==> config.mk <==
export PLATFORM = sky130hd
export DESIGN_NAME = err_compute_flat
export DESIGN_NICKNAME = d
export VERILOG_FILES = /design/src/rtl/err_compute_pkg.sv /design/src/rtl/err_compute_if.sv /design/src/rtl/err_compute_sat_s17_s11.sv /design/src/rtl/err_compute.sv /design/src/flat_wrapper.sv
export SDC_FILE = /design/constraint.sdc
export NUM_CORES = 1
export LEC_CHECK = 0
export BUFFER_PORTS_ARGS = -buffer_cell sky130_fd_sc_hd__buf_2
export CORE_UTILIZATION = 50
export DETAILED_ROUTE_END_ITERATION = 8
export PLACE_DENSITY = 0.68
export SYNTH_ARGS = -nofsm -noshare
export SYNTH_HDL_FRONTEND = slang
export SYNTH_SLANG_ARGS = --single-unit
==> constraint.sdc <==
create_clock -name clk -period 18.8 [get_ports clk]
set_input_delay 3.76 -clock clk [delete_from_list [all_inputs] [get_ports clk]]
set_output_delay 3.76 -clock clk [all_outputs]
set_load 0.005 [all_outputs]
==> src/rtl/err_compute_pkg.sv <==
// ---------------------------------------------------------------------------
// mr_err_pkg
// Shared types and constants for the line-sensor error computation path:
//   state_e    - sequencer states of err_compute
//   ERR_W      - width of the saturated signed error handed to the PID terms
//   ACC_W      - width of the signed weighted-sum accumulator
//   CH_WEIGHT  - signed weight applied to each of the eight sensor channels
// ---------------------------------------------------------------------------
package mr_err_pkg;

  localparam int ERR_W = 11;
  localparam int ACC_W = 17;

  typedef enum logic [1:0] {
    IDLE,
    SETTLE,
    CONV,
    DONE
  } state_e;

  // Even channels pull the error positive, odd channels negative; the outer
  // sensor pairs carry progressively larger weights.
  localparam logic signed [ACC_W-1:0] CH_WEIGHT [8] = '{
    17'sd1, -17'sd1,
    17'sd2, -17'sd2,
    17'sd4, -17'sd4,
    17'sd8, -17'sd8
  };

endpackage

==> src/rtl/err_compute_if.sv <==
// ---------------------------------------------------------------------------
// err_compute_if
// Bundles the control, A2D and error-output signals of err_compute.
//   strt      - request one full error computation
//   busy      - sequencer is not idle
//   chnnl     - A2D channel select
//   strt_cnv  - one-cycle A2D conversion start
//   cnv_cmplt - A2D done strobe
//   res       - unsigned A2D result, valid with cnv_cmplt
//   err_sat   - signed saturated error
//   err_vld   - one-cycle strobe marking a new err_sat
// master: the err_compute side. slave: the surrounding system (A2D, control,
// PID consumers).
// ---------------------------------------------------------------------------
interface err_compute_if;
  import mr_err_pkg::*;

  logic             strt;
  logic             busy;
  logic [2:0]       chnnl;
  logic             strt_cnv;
  logic             cnv_cmplt;
  logic [11:0]      res;
  logic [ERR_W-1:0] err_sat;
  logic             err_vld;

  modport master (
    input  strt, cnv_cmplt, res,
    output busy, chnnl, strt_cnv, err_sat, err_vld
  );

  modport slave (
    output strt, cnv_cmplt, res,
    input  busy, chnnl, strt_cnv, err_sat, err_vld
  );

endinterface

==> src/rtl/err_compute_sat_s17_s11.sv <==
// ---------------------------------------------------------------------------
// sat_s17_s11
// Combinational saturation of a 17-bit signed value to the 11-bit signed
// error width.
//   din  - signed ACC_W-bit input
//   dout - signed ERR_W-bit result clamped to [-1024, +1023]
// ---------------------------------------------------------------------------
module sat_s17_s11
  import mr_err_pkg::*;
(
  input  logic signed [ACC_W-1:0] din,
  output logic        [ERR_W-1:0] dout
);

  localparam logic signed [ACC_W-1:0] POS_MAX = 17'sd1023;
  localparam logic signed [ACC_W-1:0] NEG_MIN = -17'sd1024;

  always_comb begin
    if (din > POS_MAX) begin
      dout = 11'h3FF;
    end else if (din < NEG_MIN) begin
      dout = 11'h400;
    end else begin
      dout = din[ERR_W-1:0];
    end
  end

endmodule

==> src/rtl/err_compute.sv <==
// ---------------------------------------------------------------------------
// err_compute
// Walks the eight IR line-sensor channels through the shared A2D, weights
// each result by channel position, accumulates a signed error and publishes
// its 11-bit saturated value with a one-cycle err_vld strobe.
//   clk   - system clock
//   rst_n - synchronous active-low reset
//   bus   - err_compute_if.master (strt/busy, A2D handshake, err_sat/err_vld)
// Parameter SETTLE_CYCLES (1..255): mux settle cycles before each conversion.
// ---------------------------------------------------------------------------
module err_compute
  import mr_err_pkg::*;
#(
  parameter int unsigned SETTLE_CYCLES = 4
) (
  input  logic             clk,
  input  logic             rst_n,
  err_compute_if.master    bus
);

  state_e                  state_q, state_d;
  logic [2:0]              chnnl_q, chnnl_d;
  logic [7:0]              settle_cnt_q, settle_cnt_d;
  logic signed [ACC_W-1:0] acc_q, acc_d;
  logic                    busy_q, busy_d;
  logic                    strt_cnv_q, strt_cnv_d;
  logic [ERR_W-1:0]        err_sat_q, err_sat_d;
  logic                    err_vld_q, err_vld_d;

  logic signed [ACC_W-1:0] weighted;
  logic [ERR_W-1:0]        acc_sat;

  // res is zero-extended before the signed multiply so 4095 stays positive.
  assign weighted = $signed({5'b0, bus.res}) * CH_WEIGHT[chnnl_q];

  sat_s17_s11 u_sat (
    .din  (acc_q),
    .dout (acc_sat)
  );

  always_comb begin
    state_d      = state_q;
    chnnl_d      = chnnl_q;
    settle_cnt_d = settle_cnt_q;
    acc_d        = acc_q;
    strt_cnv_d   = 1'b0;
    err_sat_d    = err_sat_q;
    err_vld_d    = 1'b0;

    case (state_q)
      IDLE: begin
        if (bus.strt) begin
          acc_d        = '0;
          chnnl_d      = 3'd0;
          settle_cnt_d = 8'd0;
          state_d      = SETTLE;
        end
      end
      SETTLE: begin
        if (settle_cnt_q == 8'(SETTLE_CYCLES - 1)) begin
          settle_cnt_d = 8'd0;
          strt_cnv_d   = 1'b1;
          state_d      = CONV;
        end else begin
          settle_cnt_d = settle_cnt_q + 8'd1;
        end
      end
      CONV: begin
        // strt_cnv_q is high only in the first CONV cycle; a done strobe
        // there cannot belong to the conversion just launched.
        if (!strt_cnv_q && bus.cnv_cmplt) begin
          acc_d = acc_q + weighted;
          if (chnnl_q == 3'd7) begin
            state_d = DONE;
          end else begin
            chnnl_d      = chnnl_q + 3'd1;
            settle_cnt_d = 8'd0;
            state_d      = SETTLE;
          end
        end
      end
      DONE: begin
        err_sat_d = acc_sat;
        err_vld_d = 1'b1;
        state_d   = IDLE;
      end
      default: begin
        state_d = IDLE;
      end
    endcase

    busy_d = (state_d != IDLE);
  end

  always_ff @(posedge clk) begin
    if (!rst_n) begin
      state_q      <= IDLE;
      chnnl_q      <= 3'd0;
      settle_cnt_q <= 8'd0;
      acc_q        <= '0;
      busy_q       <= 1'b0;
      strt_cnv_q   <= 1'b0;
      err_sat_q    <= '0;
      err_vld_q    <= 1'b0;
    end else begin
      state_q      <= state_d;
      chnnl_q      <= chnnl_d;
      settle_cnt_q <= settle_cnt_d;
      acc_q        <= acc_d;
      busy_q       <= busy_d;
      strt_cnv_q   <= strt_cnv_d;
      err_sat_q    <= err_sat_d;
      err_vld_q    <= err_vld_d;
    end
  end

  assign bus.busy     = busy_q;
  assign bus.chnnl    = chnnl_q;
  assign bus.strt_cnv = strt_cnv_q;
  assign bus.err_sat  = err_sat_q;
  assign bus.err_vld  = err_vld_q;

endmodule
==> src/flat_wrapper.sv <==
// flat-port wrapper written by rule: the top's interface ports become plain ports
module err_compute_flat import mr_err_pkg::*;
#(
  parameter int unsigned SETTLE_CYCLES = 4
)
  (clk, rst_n, bus_strt, bus_cnv_cmplt, bus_res, bus_busy, bus_chnnl, bus_strt_cnv, bus_err_sat, bus_err_vld);
  err_compute_if bus_i ();
  input  logic clk;
  input  logic rst_n;
  input wire logic [$bits(bus_i.strt)-1:0] bus_strt;
  input wire logic [$bits(bus_i.cnv_cmplt)-1:0] bus_cnv_cmplt;
  input wire logic [$bits(bus_i.res)-1:0] bus_res;
  output wire logic [$bits(bus_i.busy)-1:0] bus_busy;
  output wire logic [$bits(bus_i.chnnl)-1:0] bus_chnnl;
  output wire logic [$bits(bus_i.strt_cnv)-1:0] bus_strt_cnv;
  output wire logic [$bits(bus_i.err_sat)-1:0] bus_err_sat;
  output wire logic [$bits(bus_i.err_vld)-1:0] bus_err_vld;
  assign bus_i.strt = bus_strt;
  assign bus_i.cnv_cmplt = bus_cnv_cmplt;
  assign bus_i.res = bus_res;
  assign bus_busy = bus_i.busy;
  assign bus_chnnl = bus_i.chnnl;
  assign bus_strt_cnv = bus_i.strt_cnv;
  assign bus_err_sat = bus_i.err_sat;
  assign bus_err_vld = bus_i.err_vld;
  err_compute #(.SETTLE_CYCLES(SETTLE_CYCLES)) u_core (.clk(clk), .rst_n(rst_n), .bus(bus_i));
endmodule
; ---- Yosys cells after proc, flatten, opt, wreduce, memory -nomap -nowiden
; Memory sizes are Yosys's and may differ from the RTL's.
; Index checks and enable logic that the tools add are counted.
[totals]
in_bits = 16
out_inout_bits = 17
regBits = 44
mem_count = 1
wordCells = 58
mem_bits_ro = 136
[classes]
n_eq_ne = 8
order_cmp = 3
n_reduce_logical = 10
n_bitwise = 1
mul = 1
muxes = 23
addsub = 3
[mem_list]
columns = name, words, width, read_ports, rd_clocked_by_memory_dff, wr, line
row1 = (name not given), 8, 17, 1, 0, 0, err_compute.sv:34  ; assign weighted = $signed({5'b0, bus.res}) * CH_WEIGHT[chnnl_q];
[ops]
columns = operator, n
row1 = $mux 17, 4
row2 = $pmux 17 s2, 1
row3 = $mux 8, 4
row4 = $pmux 8 s3, 1
row5 = $mux 11, 2
row6 = $add 17x17->17, 1
row7 = $gt 17x11->1 const B, 1
row8 = $lt 17x11->1 const B, 1
row9 = $mul 13x17->17, 1
row10 = $mux 3, 3
row11 = $add 8x1->8 const B, 1
row12 = $eq 8x2->1 const B, 1
row13 = $mux 2, 4
row14 = $pmux 2 s4, 1
row15 = $reduce_and 4->1, 2
row16 = $pmux 3 s2, 1
row17 = $eq 2x2->1 const B, 2
row18 = $ge 4x4->1 const B, 1
row19 = $ne 2x2->1 const B, 2
row20 = $not 3->4, 1
row21 = $reduce_bool 2->1, 2
row22 = $add 3x1->3 const B, 1
row23 = $eq 3x3->1 const B, 1
row24 = $reduce_and 3->1, 1
row25 = other kinds (8), 9

; ---- Longest topological paths before layout
; Gate-level depths: netlist of run 1.
[logic_depth]
depth_word = 8
ltp_mapped = 24
depth_no_buf = 22

; ---- Modules after synthesis
; From an unflattened synthesis of run 1, not the netlist that was laid out.
[hier_totals]
cells_unflattened = 626
hier_area_um2 = 5629.1
[modules_own_cells]
columns = module, area_each_um2, n_inst, cells_per_inst, seq_area_each_um2
row1 = err_compute, 5351.4, 1, 597, 880.8
row2 = sat_s17_s11, 277.8, 1, 29, 0.0

; ---- Worst setup path before layout of run 1
; Ideal clock, no wire load.
[synth_path]
kind = input port to flip-flop
start = input port bus_res[2]
end = register u_core.acc_q[14]
setup_slack_ns = 9.794
path_stages = 18
setup_ns = 0.117
n_path_buf = 0
t_arrival_ns = 8.889
cell_sequence = and2_1 > fa_1 > fa_1 > inv_1 > fa_1 > inv_1 > fa_1 > fa_1 > inv_1 > fa_1 > inv_1 > ha_1 > and3_1 > and3_1 > nand3_1 > a21oi_1 > or3_1 > a32o_1
[synth_via]
elab_chain_len = 4
[synth_lines]
columns = item, line
row1 = from (decl), flat_wrapper.sv:12  ; input wire logic [$bits(bus_i.res)-1:0] bus_res;
row2 = $mul 13x17->17, err_compute.sv:34
row3 = $add 17x17->17, err_compute.sv:72  ; acc_d = acc_q + weighted;
row4 = $mux 17, err_compute.sv:71  ; if (!strt_cnv_q && bus.cnv_cmplt) begin
row5 = $pmux 17 s2, err_compute.sv:50  ; case (state_q)
row6 = to (signal assigned), err_compute.sv:100  ; acc_q <= '0;
row7 = to (signal assigned), err_compute.sv:109  ; acc_q <= acc_d;
row8 = to (decl), err_compute.sv:24  ; logic signed [ACC_W-1:0] acc_q, acc_d;
; Every way passes these cells. The select of a mux whose other input is x is not followed.
; A chain may end at the register's enable or synchronous reset.

; ---- Worst setup path after layout of run 1
[layout_path]
start = input port bus_res[1]
end = register u_core.acc_q[14]
; The elaborated chain is that of the path after synthesis.

==> results by group, run 1 <==
Outcome
  • Outcome: completed

CTS
  • Post-CTS setup buffer count: 0
  • Num CTS Buffers: 5
  • CTS H-tree depth: 2
  • Longest Clk Path Bufs: 2
  • CTS tree: yes
  • CTS root buf: clkbuf_8
  • Post-cts repair resize count: 0
  • Reg clk slew, reported paths: 80 ps
  • Hold-fix buffers at CTS: 0
  • Clk sinks: 44
  • Worst-Skew Late Latency: 300 ps

Setup path
  • R2R depth: 20
  • Flop2flop setup slack: 12080 ps
  • Worst path cell trace: buf_2, and2_1, fa_1, fa_1, inv_1, fa_1, inv_1, fa_1, fa_1, inv_1, fa_1, inv_1, ha_1, and3_1, and3_1, nand3_1, a21oi_1, or3_1, a32o_1
  • Crit-path max cell delay: 710 ps
  • CP max FO: 6
  • Slowest-stage cell, CP: fa_1
  • Worst path most repeated cell: fa_1
  • Critical R2R Launch: u_core.bus.chnnl[0]$_SDFFE_PN0P_
  • Worst Path Required: 18990 ps
  • Critical R2R Capture: u_core.acc_q[16]$_SDFFE_PN0P_
  • Critical Path AT: 9310 ps
  • Worst setup startpoint: bus_res[1]
  • Startpoint types: primary input
  • Buffers and inverters on the worst path: 5
  • CP Capture Type: register
  • Worst Path Class, Setup: primary input to register
  • Top Family by Delay on Critical Path: adder cells

Logic synthesis
  • Cell Area, Synth: 0.00532 mm^2
  • Netlist cell types: 52
  • Post-synth net total: 750
  • Synthesized flop and latch total: 44
  • Synth Flop Type: dfxtp_1
  • Top-area cell type share of the netlist area: 29.0%
  • Post-Synthesis Cells: 604
  • Synth async-reset ratio: 0%
  • Synth warn: 0
  • Main area contributors after synthesis: fa_1 (29%), dfxtp_1 (17%), ha_1 (12%)
  • Count leader, synth: inv_1
  • Mean Syn Cell Area: 8.81 um^2
  • Post-synth top cells: inv_1 (131), fa_1 (77), nand2_1 (57)
  • EDFF count, synth: 0
  • Most area-hungry cell type in the Yosys netlist: fa_1
  • Seq/Total Area, Yosys: 16.5%

Worst hold path
  • Hold_sp: u_core.bus.err_sat[0]$_SDFFE_PN0P_
  • Worst hold path type: register to register
  • Hold path depth: 2
  • Worst Hold End: u_core.bus.err_sat[0]$_SDFFE_PN0P_

Place
  • Area after DPL: 0.00560 mm^2
  • Dpl hpwl: 8600 um
  • Port bufs: 32
  • Placer Congestion: 0.834

Drt
  • Antenna violation net count after detailed routing: 0
  • Final WL: 9920 um
  • Avg WL per Cell: 12.9 um
  • Remaining DRCs: 0
  • Number of vias per cell: 5.20
  • Starting DRT DRC Count: 222
  • Detailed-route via count: 3988
  • DRT Pass-1 Iters: 4

Power and ir drop
  • Pwr/cell area: 32.6 mW/mm^2
  • Switching power share of the total: 23.8%
  • Clk pwr share: 38.1%
  • Worst VDD drop: 0.0280 mV
  • Gate power share: 11.1%
  • P_sw: 44.3 uW
  • Power Internal: 142 uW
  • Sequential power share: 50.9%
  • Leak Pwr: 2.85 nW

Run
  • Max-cap check violation count: 0

STA
  • RSZ-0062 raised after global routing: false
  • Slew headroom: 37.5%
  • Setup TNS: 0 ps
  • Final setup fails: 0
  • Max frequency: 110 MHz
  • Pins Over Slew Limit: 0
  • Fin. Hold Viols: 0
  • Post-route clock period utilization: 48.5%
  • Layout Skew: 7.95 ps
  • Final min period: 9120 ps
  • Worst Max-Slew Pin Slew: 932 ps

Layout
  • Fill cells: 956
  • P&R area growth vs syn: 7.19%
  • Antenna cells: 0
  • Share of layout cells above drive strength 1: 7.61%
  • Final core utilization: 55.3%
  • # nets final: 776
  • Final Cell Area: 0.00571 mm^2

Die
  • Initial core utilization: 51.6%
  • Ports: 33
  • Core Rows: 37
  • Die area: 0.0111 mm^2
  • Core area: 0.0103 mm^2
  • Die W: 105 um
  • Chip Height: 105 um

Global routing
  • Pin count of the biggest net entering global routing: 32
  • GRT Max-Usage Layer: met2
  • GRT Total Usage: 19.6%
  • Initial antenna violation count: 0
  • Grt ovf: 0
  • Met3 GRT Util: 2.06%
  • Met2 usage: 33.7%
  • Vias in the first global route: 4003
  • GRT met1 Usage: 25.8%
  • First-pass GRT wire length: 17700 um
## layer usage
layer	wire, um	vias to the layer above
li1	-	1953
met1	4390	1958
met2	5020	63
met3	272	14
met4	238	0
met5	0	-
## stage by stage
| stage | instances | power [mW] | setup WS (ps) | hold slack, ps |
|---|---|---|---|---|
| floorplan | 604 | 0.111 | 9790 | 438 |
| global placement | 759 | 0.117 | 9470 | 435 |
| detailed placement | 759 | 0.117 | 9330 | 444 |
| CTS | 767 | 0.188 | 9660 | 455 |
| global route | 767 | 0.196 | 9270 | 473 |
| finish | 767 | 0.186 | 9680 | 451 |
## placed cells by master (no fill, tap or decap), types with 16 or more instances in the layout
| cell type | instances |
|---|---|
| buf_2 | 32 |
| inv_1 | 131 |
| a21oi_1 | 17 |
| nand2_1 | 57 |
| xnor2_1 | 18 |
| dfxtp_1 | 44 |
| and2_1 | 38 |
| nor2_1 | 19 |
| o21ai_1 | 16 |
| fa_1 | 77 |
| ha_1 | 53 |
## cells by family (layout without fill, tap and decap cells)
group           count (synthesis)  in the layout  synth area share (%)
compound gates                 87             87                  10.5
xor+xnor                       25             25                  4.11
fa+ha+maj                     130            130                  41.4
buf+inv                       144            171                  10.3
flops                          44             44                  16.5
simple gates                  174            174                  17.1
## registers in the layout, summed over array words and instances, names as in the netlist
| signal | flops |
|---|---|
| u_core.acc_q | 17 |
| u_core.settle_cnt_q | 8 |
| u_core.state_q | 2 |
| u_core.bus.busy | 1 |
| u_core.bus.strt_cnv | 1 |
| u_core.bus.err_sat | 11 |
| u_core.bus.chnnl | 3 |
| u_core.bus.err_vld | 1 |
## tightest hold or removal path: cells and delay by family (launching register included)
| kind | cells | cell delay [ps] |
|---|---|---|
| AO/OA/AOI/OAI | 1 | 50 |
| flip-flops | 1 | 310 |
| AND/OR/NAND/NOR | 1 | 50 |
## final cells by class
cell class	count	area [um^2]	area share [%]
clock buffers	6	72.6	1.27
repair buffers	32	160	2.81
flip-flops and latches	44	881	15.4
multi-input cells	416	3900	68.3
well taps	136	170	2.98
clock inverters	2	35.0	0.614
inverters	131	492	8.62
## power by group through the flow
stage                     sequential, mW  clock [mW]  combinational [mW]
after CTS                         0.0946      0.0722              0.0209
final                             0.0946      0.0708              0.0206
after floorplan                   0.0963           0              0.0145
after detailed placement          0.0968           0              0.0207
after global routing              0.0947      0.0778              0.0234
after global placement            0.0968           0              0.0202
## worst max-delay path by stage
stage	to	slack (ps)	cells after the start
after floorplan	u_core.acc_q[14]$_SDFFE_PN0P_	9790	18
after global placement	u_core.acc_q[14]$_SDFFE_PN0P_	9470	19
after detailed placement	u_core.acc_q[14]$_SDFFE_PN0P_	9330	19
after CTS	u_core.acc_q[14]$_SDFFE_PN0P_	9660	19
after global routing	u_core.acc_q[15]$_SDFFE_PN0P_	9270	18
final	u_core.acc_q[14]$_SDFFE_PN0P_	9680	19
Note: power is estimated with default switching activity, not from simulation.
==> run 2: changes to the inputs <==
--- a/config.mk
+++ b/config.mk
@@ -5,10 +5,11 @@
 export SDC_FILE = /design/constraint.sdc
 export NUM_CORES = 1
 export LEC_CHECK = 0
+export ABC_AREA = 1
 export BUFFER_PORTS_ARGS = -buffer_cell sky130_fd_sc_hd__buf_2
 export CORE_UTILIZATION = 50
 export DETAILED_ROUTE_END_ITERATION = 8
-export PLACE_DENSITY = 0.68
+export PLACE_DENSITY = 0.7
 export SYNTH_ARGS = -nofsm -noshare
 export SYNTH_HDL_FRONTEND = slang
 export SYNTH_SLANG_ARGS = --single-unit
==> constraint.sdc (replaced) <==
create_clock -name clk -period 7.5 [get_ports clk]
set_input_delay 1.5 -clock clk [delete_from_list [all_inputs] [get_ports clk]]
set_output_delay 1.5 -clock clk [all_outputs]
set_load 0.005 [all_outputs]
==> run 2 against run 1 <==
Net effect: area after synthesis increased by 5.4%; die area increased by 5.3%; worst hold slack better by 14 ps; cell area is 5.0% higher; cell count grew 21%; clock skew up 4.6 ps; power increased to 7.6 times the previous value; sequential cell count unchanged; via count up 15%; largest power group is now combinational logic; highest routed layer unchanged.
==> results by group, run 2 <==
Outcome
  • Outcome: completed

Layout
  • Antenna cells: 0
  • Commonest non-fill, non-tap cell in the layout: inv_1
  • Most frequent cells in the layout: inv_1 (191), nand2_1 (159), fa_1 (77)
  • P&R area growth vs syn: 6.83%
  • Fill cells: 1070
  • Share of layout cells above drive strength 1: 6.98%
  • # nets final: 934
  • Largest register FFs: 17
  • Top reg by flops: u_core.acc_q

STA
  • Fin. Hold Viols: 0
  • RSZ-0062 raised after global routing: false
  • Max frequency: 152 MHz
  • Hold_ws: 465 ps
  • Pins Over Slew Limit: 0
  • Slew headroom: 32.3%
  • Final min period: 6590 ps
  • Setup TNS: 0 ps
  • Post-route clock period utilization: 87.9%
  • Layout Skew: 12.5 ps
  • Worst Max-Slew Pin Slew: 1010 ps
  • Final setup fails: 0

Drt
  • Starting DRT DRC Count: 244
  • DRT Pass-1 Iters: 5
  • Antenna violation net count after detailed routing: 0
  • Avg WL per Cell: 12.9 um
  • Remaining DRCs: 0
  • Detailed-route via count: 4593
  • Final WL: 11900 um
  • Number of vias per cell: 4.95

Logic synthesis
  • Netlist cell types: 40
  • Most area-hungry cell type in the Yosys netlist: fa_1
  • Top-area cell type share of the netlist area: 27.5%
  • Synthesized flop and latch total: 44
  • EDFF count, synth: 0
  • Count leader, synth: inv_1
  • Mean Syn Cell Area: 7.43 um^2
  • Post-Synthesis Cells: 755
  • Post-synth net total: 901
  • Cell Area, Synth: 0.00561 mm^2
  • Seq/Total Area, Yosys: 15.7%
  • Synth Flop Type: dfxtp_1
  • Main area contributors after synthesis: fa_1 (27%), dfxtp_1 (16%), inv_1 (13%)
  • Synth warn: 0
  • Post-synth top cells: inv_1 (191), nand2_1 (159), fa_1 (77)
  • Synth async-reset ratio: 0%

CTS
  • CTS tree: yes
  • Num CTS Buffers: 5
  • Reg clk slew, reported paths: 80 ps
  • Clk sinks: 44
  • Post-CTS setup buffer count: 0
  • Worst-Skew Late Latency: 290 ps
  • Hold-fix buffers at CTS: 0
  • CTS root buf: clkbuf_8
  • Post-cts repair resize count: 0
  • Longest Clk Path Bufs: 2
  • CTS H-tree depth: 2

Die
  • Ports: 33
  • Die area: 0.0116 mm^2
  • Chip Height: 108 um
  • Core Rows: 38
  • Core area: 0.0109 mm^2
  • Initial core utilization: 51.5%
  • Die W: 108 um

Global routing
  • Pin count of the biggest net entering global routing: 37
  • Grt ovf: 0
  • Vias in the first global route: 4587
  • First-pass GRT wire length: 21000 um
  • Initial antenna violation count: 0
  • GRT Total Usage: 22.6%

Setup path
  • Worst Path Class, Setup: primary input to register
  • Critical R2R Launch: u_core.bus.chnnl[1]$_SDFFE_PN0P_
  • Worst path cell trace: buf_2, nand2_1, inv_1, fa_1, fa_1, inv_1, fa_1, inv_1, fa_1, fa_1, inv_1, fa_1, inv_1, ha_1, nand2_1, inv_1, a21oi_1, nor2_1, nor3_1, nand2_1, nand2_1, nand3_1, a21oi_1
  • Critical Path AT: 6780 ps
  • R2R depth: 25
  • Crit. path cell count: 23
  • Startpoint types: primary input
  • CP Capture Type: register
  • Critical R2R Capture: u_core.acc_q[16]$_SDFFE_PN0P_
  • CP max FO: 6
  • Worst Path Required: 7700 ps
  • Slowest-stage cell, CP: fa_1
  • Top Family by Delay on Critical Path: adder cells
  • Buffers and inverters on the worst path: 7
  • Crit-path max cell delay: 690 ps
  • Flop2flop setup slack: 1560 ps

Power and ir drop
  • Worst VDD drop: 0.149 mV
  • Pwr/cell area: 234 mW/mm^2
  • Leak Pwr: 3.24 nW

Place
  • Placer Congestion: 0.884
  • Dpl hpwl: 10400 um
  • Port bufs: 32

Worst hold path
  • Worst hold path type: register to register
  • Worst Hold End: u_core.bus.err_sat[4]$_SDFFE_PN0P_
  • Hold_sp: u_core.bus.err_sat[4]$_SDFFE_PN0P_
  • Hold path depth: 2

Run
  • Max-cap check violation count: 0
[run 2: cell count changes after synthesis, moves of 15 or more]
| cell | previous run | this run |
|---|---|---|
| nor2_1 | 19 | 64 |
| and2_1 | 38 | 1 |
| inv_1 | 131 | 191 |
| nand3_1 | 11 | 26 |
| a21oi_1 | 17 | 56 |
| nand2_1 | 57 | 159 |
| xnor2_1 | 18 | 2 |
[run 2: how the worst max path moves through the flow]
stage,from,end,slack [ps]
2_1_floorplan,bus_res[1],u_core.acc_q[14]$_SDFFE_PN0P_,1100
3_3_place_gp,bus_res[1],u_core.acc_q[16]$_SDFFE_PN0P_,640
3_5_place_dp,bus_res[1],u_core.acc_q[16]$_SDFFE_PN0P_,570
4_1_cts,bus_res[1],u_core.acc_q[16]$_SDFFE_PN0P_,860
5_1_grt,bus_res[1],u_core.acc_q[16]$_SDFFE_PN0P_,570
6_report,bus_res[1],u_core.acc_q[14]$_SDFFE_PN0P_,910
[run 2: cells by family after synthesis]
logic type,count (synthesis),share of synthesized area [%]
AOI/OAI and AO/OA,97,9.55
xor gates and xnor gates,2,0.312
adders and majority gates,130,39.3
buffers and inverters,205,13.9
DFF,44,15.7
and+or+nand+nor,277,21.2
[run 2: report_power, final]
part	leakage (nW)	switching, mW	internal (mW)
logic	2.84	0.654	0.371
registers	0.356	0.00292	0.237
clock network	0.0410	0.0756	0.0634
[run 2: per-layer routing]
metal  track usage, %  wire, um
met5                0         0
met3             1.57       398
met2             39.3      5690
met1             31.6      5800
met4             3.13        45
[run 2: metrics by stage]
stage | total power, mW | setup slack [ps] | util [%] | cell area [um^2] | std cells
after CTS | 1.42 | 863 | 55.0 | 5990 | 928
final | 1.40 | 910 | 55.0 | 5990 | 928
after detailed placement | 1.27 | 575 | 54.3 | 5910 | 921
after global placement | 1.25 | 643 | 54.3 | 5910 | 921
after global routing | 1.60 | 566 | 55.0 | 5990 | 928
after floorplan | 1.03 | 1100 | - | 5610 | 755
[run 2: layout make-up]
cell class,count,area (um^2),share of cell area [%]
clock buffer,6,72.6,1.21
clock inverter,1,5.00,0.0835
inverter,198,743,12.4
multi-input combinational,506,3950,65.9
sequential,44,881,14.7
tap,140,175,2.92
timing repair buffer,33,168,2.80
[run 2: tightest hold or removal path: stages, from the launching register on]
cell	delay, ps
dfxtp_1	310
nand2_1	60
a21oi_1	50
==> run 3: changes to the inputs <==
--- a/config.mk
+++ b/config.mk
@@ -7,6 +7,7 @@
 export LEC_CHECK = 0
 export ABC_AREA = 1
 export BUFFER_PORTS_ARGS = -buffer_cell sky130_fd_sc_hd__buf_2
+export CORE_ASPECT_RATIO = 1.5
 export CORE_UTILIZATION = 50
 export DETAILED_ROUTE_END_ITERATION = 8
 export PLACE_DENSITY = 0.7
==> run 3 against run 2 <==
Net effect: setup slack got worse by 89 ps; cell count rose by 0.86%; global-route usage rose by 0.67 points; fmax fell by 1.3%; clock skew fell by 8.2 ps; cell area rose by 1.6%; wire length rose by 1.9%; register-to-register slack barely moved; largest power group unchanged; highest routed layer unchanged.
==> results by group, run 3 (synthesis results as in run 2) <==
STA
  • Max frequency: 150 MHz
  • Fin. Hold Viols: 0
  • Final setup fails: 0
  • Pins Over Slew Limit: 0
  • Worst Max-Slew Pin Slew: 1010 ps
  • Layout Skew: 4.32 ps
  • Slew headroom: 32.6%
  • RSZ-0062 raised after global routing: false
  • Final min period: 6680 ps
  • Post-route clock period utilization: 89.1%
  • Setup TNS: 0 ps

Layout
  • # nets final: 934
  • Cell Count, Final, Fillers Out: 936
  • Share of layout cells above drive strength 1: 7.10%
  • Largest register FFs: 17
  • P&R area growth vs syn: 8.52%
  • Most frequent cells in the layout: inv_1 (191), nand2_1 (159), fa_1 (77)
  • Antenna cells: 0
  • Commonest non-fill, non-tap cell in the layout: inv_1
  • Top reg by flops: u_core.acc_q
  • Fill cells: 1086

Die
  • Chip Height: 132 um
  • Initial core utilization: 51.0%
  • Ports: 33
  • Core area: 0.0110 mm^2
  • Die area: 0.0117 mm^2
  • Die W: 88.5 um
  • Core Rows: 47

Global routing
  • Pin count of the biggest net entering global routing: 37
  • Grt ovf: 0
  • Vias in the first global route: 4834
  • Met2 usage: 43.4%
  • GRT Total Usage: 23.3%
  • First-pass GRT wire length: 21300 um
  • Initial antenna violation count: 0
  • Met3 GRT Util: 2.14%
  • GRT met1 Usage: 27.1%
  • GRT Max-Usage Layer: met2

CTS
  • CTS tree: yes
  • Hold-fix buffers at CTS: 0
  • Clk sinks: 44
  • Num CTS Buffers: 5
  • Worst-Skew Late Latency: 290 ps
  • CTS H-tree depth: 2
  • CTS root buf: clkbuf_16
  • Post-CTS setup buffer count: 0
  • Post-cts repair resize count: 0
  • Longest Clk Path Bufs: 2
  • Reg clk slew, reported paths: 60 ps

Setup path
  • Worst Path Required: 7690 ps
  • CP max FO: 6
  • Startpoint types: primary input
  • R2R depth: 23
  • Critical Path AT: 6870 ps
  • Crit-path max cell delay: 700 ps
  • Worst path cell trace: buf_2, nand2_1, inv_1, fa_1, fa_1, inv_1, fa_1, inv_1, fa_1, fa_1, inv_1, fa_1, inv_1, ha_1, nand2_1, nor2_1, and2_1, nand2_1, nand2_1, inv_1, nand3_1, nand3_1, a21oi_1
  • CP Capture Type: register
  • Slowest-stage cell, CP: fa_1
  • Worst Path Class, Setup: primary input to register

Run
  • Max-cap check violation count: 0

Drt
  • DRT Pass-1 Iters: 4
  • Antenna violation net count after detailed routing: 0
  • Remaining DRCs: 0
  • Number of vias per cell: 4.98
  • Avg WL per Cell: 13.0 um
  • Starting DRT DRC Count: 130
  • Detailed-route via count: 4661
  • Final WL: 12200 um

Power and ir drop
  • Pwr/cell area: 246 mW/mm^2
  • Worst VDD drop: 0.210 mV
  • Leak Pwr: 3.28 nW
  • Pwr Total: 1.50 mW

Outcome
  • Outcome: completed

Worst hold path
  • Worst hold path type: register to register
  • Hold path depth: 2

Place
  • Dpl hpwl: 10600 um
  • Placed cell count: 928
  • Placer Congestion: 0.911
  • Port bufs: 32
run 3: metal layers:
layer,wire (um),vias up
met5,0,-
met4,280,0
met3,294,23
met2,6540,104
met1,5040,2179
li1,-,2355
run 3: cell type report:
type	instances	area [um^2]	area share [%]
Multi-Input combinational cell	506	3950	64.9
Sequential cell	44	881	14.5
Inverter	198	743	12.2
Tap cell	147	184	3.02
Timing Repair Buffer	33	168	2.75
Clock buffer	6	129	2.12
Clock inverter	2	35.0	0.576
run 3: worst paths after layout:
check | from | to | slack [ps]
setup / recovery | bus_res[1] | u_core.acc_q[16]$_SDFFE_PN0P_ | 820
hold / removal | u_core.bus.err_sat[1]$_SDFFE_PN0P_ | u_core.bus.err_sat[1]$_SDFFE_PN0P_ | 460
setup reg to reg | u_core.bus.chnnl[0]$_SDFFE_PN0P_ | u_core.acc_q[16]$_SDFFE_PN0P_ | 1550
hold reg to reg | u_core.bus.err_sat[1]$_SDFFE_PN0P_ | u_core.bus.err_sat[1]$_SDFFE_PN0P_ | 460
run 3: metrics by stage:
| step | util, % | setup slack [ps] | hold slack (ps) | instance area [um^2] |
|---|---|---|---|---|
| global route | 55.4 | 450 | 484 | 6090 |
| detailed placement | 53.9 | 521 | 453 | 5920 |
| CTS | 55.4 | 795 | 462 | 6090 |
| global placement | 53.9 | 622 | 450 | 5920 |
| floorplan | - | 1100 | 444 | 5610 |
| finish | 55.4 | 821 | 461 | 6090 |
run 3: power by group:
group	internal (mW)	switching [mW]	total, mW
Clock	0.157	0.0874	0.244
Combinational	0.367	0.646	1.01
Sequential	0.237	0.00319	0.240
Total	0.760	0.736	1.50
run 3: worst max-delay path: cells and delay by family:
kind	cells	cell delay (ps)
AND/OR/NAND/NOR	8	870
buffers and inverters	7	700
adder cells (fa/ha/maj)	7	3680
AO/OA/AOI/OAI	1	120
